## src/rtl/sr_ff_bank_pkg.sv

```systemverilog
// Shared definitions for the SR flip-flop bank: conflict policies and the
// single-cell next-state function used by both the cells and reference models.
package sr_bank_pkg;

  localparam int CM_HOLD   = 0;
  localparam int CM_SET    = 1;
  localparam int CM_RST    = 2;
  localparam int CM_TOGGLE = 3;

  localparam int N_MAX = 32;

  function automatic bit mode_valid(input int mode);
    return (mode >= CM_HOLD) && (mode <= CM_TOGGLE);
  endfunction

  // S and R are already normalised to active-high here.
  function automatic logic next_q(input logic q, input logic s, input logic r,
                                  input int mode);
    logic nq;
    nq = q;
    unique case ({s, r})
      2'b00: nq = q;
      2'b10: nq = 1'b1;
      2'b01: nq = 1'b0;
      default: begin
        case (mode)
          CM_SET:    nq = 1'b1;
          CM_RST:    nq = 1'b0;
          CM_TOGGLE: nq = ~q;
          default:   nq = q;
        endcase
      end
    endcase
    return nq;
  endfunction

endpackage

```

## src/rtl/sr_ff_bank_if.sv

```systemverilog
// Bundle of control inputs and status outputs for the SR bank.
// The slave modport is the bank itself; master is whoever drives events.
interface sr_ff_bank_if #(
  parameter int N     = 8,
  parameter int CNT_W = 8
);
  logic             en;
  logic [N-1:0]     s;
  logic [N-1:0]     r;
  logic             err_clr;
  logic [N-1:0]     q;
  logic [N-1:0]     qn;
  logic [N-1:0]     illegal;
  logic [CNT_W-1:0] err_cnt;
  logic             err_any;

  modport slave (
    input  en, s, r, err_clr,
    output q, qn, illegal, err_cnt, err_any
  );

  modport master (
    output en, s, r, err_clr,
    input  q, qn, illegal, err_cnt, err_any
  );
endinterface

```

## src/rtl/sr_ff_bank_cell.sv

```systemverilog
// One edge-triggered SR storage bit with a registered conflict flag.
// Inputs arrive already normalised to active-high.
module sr_ff_cell
  import sr_bank_pkg::*;
#(
  parameter int CONFLICT_MODE = CM_HOLD,
  parameter bit RST_VAL       = 1'b0
) (
  input  logic clk,
  input  logic rst_n,
  input  logic i_en,
  input  logic i_clr,
  input  logic i_s,
  input  logic i_r,
  output logic o_q,
  output logic o_illegal
);

  logic r_q;
  logic r_illegal;
  logic w_conflict;

  assign w_conflict = i_s & i_r;

  always_ff @(posedge clk or negedge rst_n) begin
    if (!rst_n) begin
      r_q       <= RST_VAL;
      r_illegal <= 1'b0;
    end else begin
      if (i_en) begin
        r_q <= next_q(r_q, i_s, i_r, CONFLICT_MODE);
      end
      // A clear wins over a fresh conflict on the same edge.
      if (i_clr) begin
        r_illegal <= 1'b0;
      end else if (i_en) begin
        r_illegal <= w_conflict;
      end
    end
  end

  assign o_q       = r_q;
  assign o_illegal = r_illegal;

endmodule

```

## src/rtl/sr_ff_bank.sv

```systemverilog
// Bank of N independent SR flip-flops with input polarity normalisation,
// per-channel conflict flags and a saturating conflict-edge counter.
module sr_ff_bank
  import sr_bank_pkg::*;
#(
  parameter int N             = 8,
  parameter bit ACTIVE_LOW    = 1'b1,
  parameter int CONFLICT_MODE = CM_HOLD,
  parameter bit RST_VAL       = 1'b0,
  parameter int CNT_W         = 8
) (
  input  logic           clk,
  input  logic           rst_n,
  sr_ff_bank_if.slave    bus
);

  if (!mode_valid(CONFLICT_MODE)) begin : g_bad_mode
    $fatal(1, "sr_ff_bank: CONFLICT_MODE %0d is not a defined policy", CONFLICT_MODE);
  end
  if (N < 1 || N > N_MAX) begin : g_bad_n
    $fatal(1, "sr_ff_bank: N %0d out of range 1..%0d", N, N_MAX);
  end
  if (CNT_W < 1) begin : g_bad_cnt_w
    $fatal(1, "sr_ff_bank: CNT_W must be at least 1");
  end

  logic [N-1:0]     w_s;
  logic [N-1:0]     w_r;
  logic [N-1:0]     w_q;
  logic [N-1:0]     w_illegal;
  logic             w_hit;
  logic             w_sat;
  logic [CNT_W-1:0] r_err_cnt;

  assign w_s = ACTIVE_LOW ? ~bus.s : bus.s;
  assign w_r = ACTIVE_LOW ? ~bus.r : bus.r;

  for (genvar i = 0; i < N; i++) begin : g_cell
    sr_ff_cell #(
      .CONFLICT_MODE (CONFLICT_MODE),
      .RST_VAL       (RST_VAL)
    ) u_cell (
      .clk       (clk),
      .rst_n     (rst_n),
      .i_en      (bus.en),
      .i_clr     (bus.err_clr),
      .i_s       (w_s[i]),
      .i_r       (w_r[i]),
      .o_q       (w_q[i]),
      .o_illegal (w_illegal[i])
    );
  end

  // One count per enabled edge, however many channels conflict at once.
  assign w_hit = bus.en & (|(w_s & w_r));
  assign w_sat = &r_err_cnt;

  always_ff @(posedge clk or negedge rst_n) begin
    if (!rst_n) begin
      r_err_cnt <= '0;
    end else if (bus.err_clr) begin
      r_err_cnt <= '0;
    end else if (w_hit && !w_sat) begin
      r_err_cnt <= r_err_cnt + 1'b1;
    end
  end

  assign bus.q       = w_q;
  assign bus.qn      = ~w_q;
  assign bus.illegal = w_illegal;
  assign bus.err_cnt = r_err_cnt;
  assign bus.err_any = |w_illegal;

endmodule

```

## src/flat_wrapper.sv

```systemverilog
// flat-port wrapper written by rule: the top's interface ports become plain ports
module sr_ff_bank_flat import sr_bank_pkg::*;
#(
  parameter int N             = 8,
  parameter bit ACTIVE_LOW    = 1'b1,
  parameter int CONFLICT_MODE = CM_HOLD,
  parameter bit RST_VAL       = 1'b0,
  parameter int CNT_W         = 8
)
  (clk, rst_n, bus_en, bus_s, bus_r, bus_err_clr, bus_q, bus_qn, bus_illegal, bus_err_cnt, bus_err_any);
  sr_ff_bank_if #(.N(N), .CNT_W(CNT_W)) bus_i ();
  input  logic clk;
  input  logic rst_n;
  input wire logic [$bits(bus_i.en)-1:0] bus_en;
  input wire logic [$bits(bus_i.s)-1:0] bus_s;
  input wire logic [$bits(bus_i.r)-1:0] bus_r;
  input wire logic [$bits(bus_i.err_clr)-1:0] bus_err_clr;
  output wire logic [$bits(bus_i.q)-1:0] bus_q;
  output wire logic [$bits(bus_i.qn)-1:0] bus_qn;
  output wire logic [$bits(bus_i.illegal)-1:0] bus_illegal;
  output wire logic [$bits(bus_i.err_cnt)-1:0] bus_err_cnt;
  output wire logic [$bits(bus_i.err_any)-1:0] bus_err_any;
  assign bus_i.en = bus_en;
  assign bus_i.s = bus_s;
  assign bus_i.r = bus_r;
  assign bus_i.err_clr = bus_err_clr;
  assign bus_q = bus_i.q;
  assign bus_qn = bus_i.qn;
  assign bus_illegal = bus_i.illegal;
  assign bus_err_cnt = bus_i.err_cnt;
  assign bus_err_any = bus_i.err_any;
  sr_ff_bank #(.N(N), .ACTIVE_LOW(ACTIVE_LOW), .CONFLICT_MODE(CONFLICT_MODE), .RST_VAL(RST_VAL), .CNT_W(CNT_W)) u_core (.clk(clk), .rst_n(rst_n), .bus(bus_i));
endmodule
```

## config.mk

```make
export PLATFORM = sky130hd
export DESIGN_NAME = sr_ff_bank_flat
export DESIGN_NICKNAME = d
export VERILOG_FILES = /design/src/rtl/sr_ff_bank_pkg.sv /design/src/rtl/sr_ff_bank_if.sv /design/src/rtl/sr_ff_bank_cell.sv /design/src/rtl/sr_ff_bank.sv /design/src/flat_wrapper.sv
export SDC_FILE = /design/constraint.sdc
export NUM_CORES = 1
export LEC_CHECK = 0
export BUFFER_PORTS_ARGS = -buffer_cell sky130_fd_sc_hd__buf_4
export CORE_MARGIN = 10
export CORE_UTILIZATION = 53
export DETAILED_ROUTE_END_ITERATION = 10
export PLACE_DENSITY_LB_ADDON = 0.1
export SLEW_MARGIN = 0
export SYNTH_ARGS = -nofsm -noshare
export SYNTH_HDL_FRONTEND = slang
export SYNTH_SLANG_ARGS = --single-unit
```

## constraint.sdc

```tcl
create_clock -name clk -period 3 [get_ports clk]
set_input_delay 0.3 -clock clk [delete_from_list [all_inputs] [get_ports clk]]
set_output_delay 0.3 -clock clk [all_outputs]
set_load 0.01 [all_outputs]
```

# Word-level counts from Yosys, hierarchy flattened
# Index checks and enable logic that the tools add are counted.
dict set report totals {
  regBits 24
  inputBits 20
  output_inout_bits 33
  wordCells 96
}
dict set report op_classes {
  n_addsub 1
  eq_ne 16
  n_mux 26
  n_bitwise 13
  n_reduce_logical 23
}
# op count
set op_table {}
lappend op_table {{inverter 8 bit} 3}
lappend op_table {{nonzero test 2 bit} 10}
lappend op_table {{equality test 2 x 1 -> 1 bit (second input constant)} 8}
lappend op_table {{equality test 2 bit (second input constant)} 8}
lappend op_table {{2-to-1 mux 1 bit} 16}
lappend op_table {{2-to-1 mux 8 bit} 2}
lappend op_table {{one-hot mux 1 bit (2 select lines)} 8}
lappend op_table {{AND reduction 2 bit} 8}
lappend op_table {{OR reduction 8 bit} 2}
lappend op_table {{bitwise AND 1 bit} 9}
lappend op_table {{adder 8 x 1 -> 8 bit (second input constant)} 1}
lappend op_table {{bitwise AND 8 bit} 1}
lappend op_table {{AND reduction 8 bit} 1}
lappend op_table {{logical AND 1 bit} 1}
lappend op_table {{logical NOT 1 bit} 1}

# Longest topological paths before layout
dict set report logic_depth {
  word_depth 7
  depth_mapped 7
}

# Modules after synthesis
# From an unflattened synthesis, not the netlist that was laid out.
dict set report unflattened {
  hier_cells 159
  area_unflattened_um2 1540.2
}
# mod n_inst cells_each area_each_um2
set modules_own_cells {}
lappend modules_own_cells {sr_ff_cell 8 10 112.6}
lappend modules_own_cells {sr_ff_bank 1 79 639.4}

# Least setup slack after synthesis
# No wires, ideal clock.
dict set report synth_path {
  path_kind {input to register}
  from {input bus_r[5]}
  to {register u_core.r_err_cnt[5] (netlist: u_core.bus.err_cnt[5])}
  t_arrival_ns 1.739
  setup_slack_ns 1.136
  stages 7
  n_path_buf 1
  cell_sequence {inv_1 -> ha_1 -> or4_4 -> o21ai_4 -> buf_6 -> nor4_2 -> mux2_4}
}
dict set report synth_between {
  elab_chain_len 6
}
# item line
set synth_lines {}
lappend synth_lines {{from (decl)} flat_wrapper.sv:16} ;# input wire logic [$bits(bus_i.r)-1:0] bus_r;
lappend synth_lines {{inverter 8 bit} sr_ff_bank.sv:36} ;# assign w_r = ACTIVE_LOW ? ~bus.r : bus.r;
lappend synth_lines {{bitwise AND 8 bit} sr_ff_bank.sv:55} ;# assign w_hit = bus.en & (|(w_s & w_r));
lappend synth_lines {{OR reduction 8 bit} sr_ff_bank.sv:55}
lappend synth_lines {{bitwise AND 1 bit} sr_ff_bank.sv:55}
lappend synth_lines {{logical AND 1 bit} sr_ff_bank.sv:63} ;# end else if (w_hit && !w_sat) begin
lappend synth_lines {{nonzero test 2 bit (no line)} n/a}
lappend synth_lines {{to (signal assigned)} sr_ff_bank.sv:64} ;# r_err_cnt <= r_err_cnt + 1'b1;
lappend synth_lines {{to (decl)} sr_ff_bank.sv:33} ;# logic [CNT_W-1:0] r_err_cnt;
# Every way passes these cells.
# A chain may end at the register's enable or synchronous reset.

# Worst setup path in the final report
# Same ends and word-level chain as after synthesis.

==> flow_summary.json <==
{
  "diodes": 0,
  "avgSynthCellArea_um2": 9.38,
  "ys_ff_latch": 24,
  "io_pins": 53,
  "gp_congestion": 0.711,
  "whs_path_depth": 3,
  "worst_pin_slew_ns": 0.383,
  "crit_path_end_kind": "register",
  "post_cts_buffers": 0,
  "area_growth_pct": 22.4,
  "synth_xor_area_frac": 0,
  "cts_root_buf": "clkbuf_4",
  "synth_area_leaders": "dfrtp_1 39%, ha_1 14%, buf_4 7.8%, inv_1 6.1%, mux2i_1 5.9%",
  "max_freq_ghz": 0.575,
  "numCtsBuffers": 3,
  "drt-total-wl_um": 3390,
  "nets": 238,
  "wire_per_inst_um": 14.7,
  "clockBufferDepth": 2,
  "drive_gt1_frac": 0.310,
  "worst_slack_ns": 1.26,
  "hold_viol": 0,
  "place_hpwl_um": 2740,
  "synth_mux_area_frac": 0.0683,
  "dieArea_um2": 5460,
  "min_path_type": "input pin to register",
  "finalSetupViolCount": 0,
  "status": "completed",
  "hold_end": "u_core.g_cell[7].u_cell.o_q",
  "synthDominantCellAreaShare": 0.391,
  "ys_types": 27,
  "via_count": 1203,
  "drt_iter0_drc": 82,
  "required_ns": 3.21,
  "grt_pass1_wl_um": 5510,
  "synth_top_family_by_area": "buffers and inverters",
  "rsz0062_at_grt": "no",
  "r2r_cells": 5,
  "reg2reg_slack_ns": 1.41,
  "hp-start": "bus_s[7]",
  "r2r-end": "u_core.bus.err_cnt[5]",
  "portBuffers": 52,
  "fin_crit_sh": 0.580,
  "place_ws_ns": 0.914,
  "cellLeakagePower_nw": 1.03,
  "power_density_nw_per_um2": 432,
  "vdd_drop_max_v": 0.000264,
  "core-area_um2": 2760,
  "setup_tns_ns": 0,
  "grt_usage": 0.125,
  "firstDrtPassIters": 4,
  "drc_errors": 0,
  "postRouteAntennaNets": 0,
  "grt_pass1_vias": 1231,
  "yosys_warnings": 0,
  "critPathLaunchType": "input pin",
  "rows": 19,
  "synth_fa_ha_area_frac": 0.138,
  "syn_area_um2": 1540,
  "drv_cap": 0,
  "clk-insertion-delay-late_ns": 0.31,
  "gr-total-overflow": 0,
  "synthesis.nets": 201,
  "post-route-min-period_ns": 1.74,
  "critPathKind": "input pin to register",
  "synth_compound_area_frac": 0.0976,
  "synth_cells": 164,
  "crit_arrival_ns": 1.95,
  "synth_seq_area_share": 0.391,
  "drv_slew": 0,
  "r2r_start": "u_core.bus.err_cnt[0]",
  "antenna_found_initial": 0,
  "avgViaCountPerCell": 5.21,
  "cts_sinks": 24,
  "die_w_um": 73.9,
  "synth-simple-area-share": 0.148,
  "critical_path_peak_fanout": 14,
  "cts_tree": "yes",
  "htreeDepth": 1,
  "relSlewSlack": 0.744,
  "initial_core_util": 0.558,
  "dieHeight_um": 73.9,
  "fillers": 247,
  "clkTransAtPathRegs_ns": 0.14,
  "yosys.area.top_type": "dfrtp_1",
  "clock_skew_ns": 0.00355,
  "grt_max_degree": 25
}
worst max-delay path by stage:
stage	cells past startpoint	end	slack, ns	start
finish	7	u_core.bus.err_cnt[5]	1.26	bus_r[5]
global route	7	u_core.bus.err_cnt[5]	1.21	bus_r[5]
CTS	7	u_core.bus.err_cnt[5]	1.26	bus_r[5]
detailed placement	7	u_core.bus.err_cnt[5]	0.91	bus_r[5]
global placement	7	u_core.bus.err_cnt[5]	0.99	bus_r[5]
floorplan	7	u_core.bus.err_cnt[5]	1.14	bus_r[5]
area by class of cell:
cell class	count	area, µm²	share of cell area
multi-input cells	94	696	0.370
flip-flops and latches	24	601	0.319
repair buffers	53	400	0.213
clock buffers	3	22.5	0.0120
clock inverters	1	30.0	0.0160
well taps	31	38.8	0.0206
inverters	25	93.8	0.0499
worst max-delay path: stages:
cell	delay, ns
buf_4	0.08
inv_1	0.04
ha_1	0.22
or4_4	0.56
o21ai_4	0.34
nor4_2	0.10
mux2_4	0.31
where the power goes:
part,total (W),switching [W],internal [W]
Clock,0.000233,0.0000981,0.000135
Combinational,0.000211,0.000103,0.000107
Sequential,0.000368,0.0000201,0.000348
cells in the mapped netlist:
| master | n |
|---|---|
| a21oi_1 | 9 |
| a31oi_1 | 3 |
| buf_2 | 1 |
| buf_4 | 16 |
| buf_6 | 1 |
| clkbuf_1 | 3 |
| dfrtp_1 | 24 |
| ha_1 | 17 |
| inv_1 | 25 |
| mux2_4 | 1 |
| mux2i_1 | 9 |
| nand2_1 | 13 |
| nand2b_1 | 2 |
| nand3_1 | 4 |
| nand4_1 | 1 |
| nor2_1 | 10 |
| nor2_2 | 1 |
| nor2b_1 | 1 |
| nor4_1 | 2 |
| nor4_2 | 1 |
| o21ai_1 | 6 |
| o21ai_4 | 1 |
| o31ai_1 | 3 |
| o41ai_1 | 2 |
| or3_1 | 2 |
| or4_1 | 4 |
| or4_4 | 2 |
kinds of logic (layout without fill, tap and decap cells):
| logic type | after synthesis | after routing |
|---|---|---|
| buffers and inverters | 46 | 82 |
| flip-flops | 24 | 24 |
| multiplexers | 10 | 10 |
| AO/OA/AOI/OAI | 24 | 24 |
| adder cells (fa/ha/maj) | 17 | 17 |
| AND/OR/NAND/NOR | 43 | 43 |
routing by layer:
layer | up-vias | share of wire | GRT usage
li1 | 601 | - | -
met1 | 570 | 0.39 | 0.139
met2 | 30 | 0.52 | 0.218
met3 | 2 | 0.075 | 0.0417
met4 | 0 | 0.0059 | 0.0373
met5 | - | 0 | 0
metrics by stage:
step                      power (W)  hold WS, ns  cell area (µm²)  instances  utilization
after floorplan            0.000503      0.00441             1540        164            -
after global placement     0.000582        0.219             1820        226        0.660
after detailed placement   0.000591        0.220             1820        226        0.660
after CTS                  0.000824        0.262             1880        231        0.682
after global routing       0.000862        0.252             1880        231        0.682
final                      0.000812        0.276             1880        231        0.682
placed cells by master (no fill, tap or decap), types with 2 or more instances in the layout:
| master | Yosys | layout |
|---|---|---|
| buf_4 | 16 | 52 |
| a31oi_1 | 3 | 3 |
| dfrtp_1 | 24 | 24 |
| clkbuf_4 | 0 | 3 |
| nand2b_1 | 2 | 2 |
| o41ai_1 | 2 | 2 |
| o21ai_1 | 6 | 6 |
| o31ai_1 | 3 | 3 |
| mux2i_1 | 9 | 9 |
| ha_1 | 17 | 17 |
| or3_1 | 2 | 2 |
| nor2_1 | 10 | 10 |
| nand2_1 | 13 | 13 |
| nand3_1 | 4 | 4 |
| or4_4 | 2 | 2 |
| inv_1 | 25 | 25 |
| a21oi_1 | 9 | 9 |
| nor4_1 | 2 | 2 |
| or4_1 | 4 | 4 |
what timing repair did:
item | 4_1_cts | 5_1_grt
setup endpoints to repair | 0 | 0
gates resized for setup | 0 | 0
endpoints found under the hold margin | 24 | 0
hold buffers | 1 | 0
state kept, by name, summed over array words and instances, names as in the netlist:
name and cells:
u_core.bus.err_cnt 8, u_core.g_cell.u_cell.o_illegal 8, u_core.g_cell.u_cell.o_q 8
No activity file was read; power rests on OpenSTA's default activity.
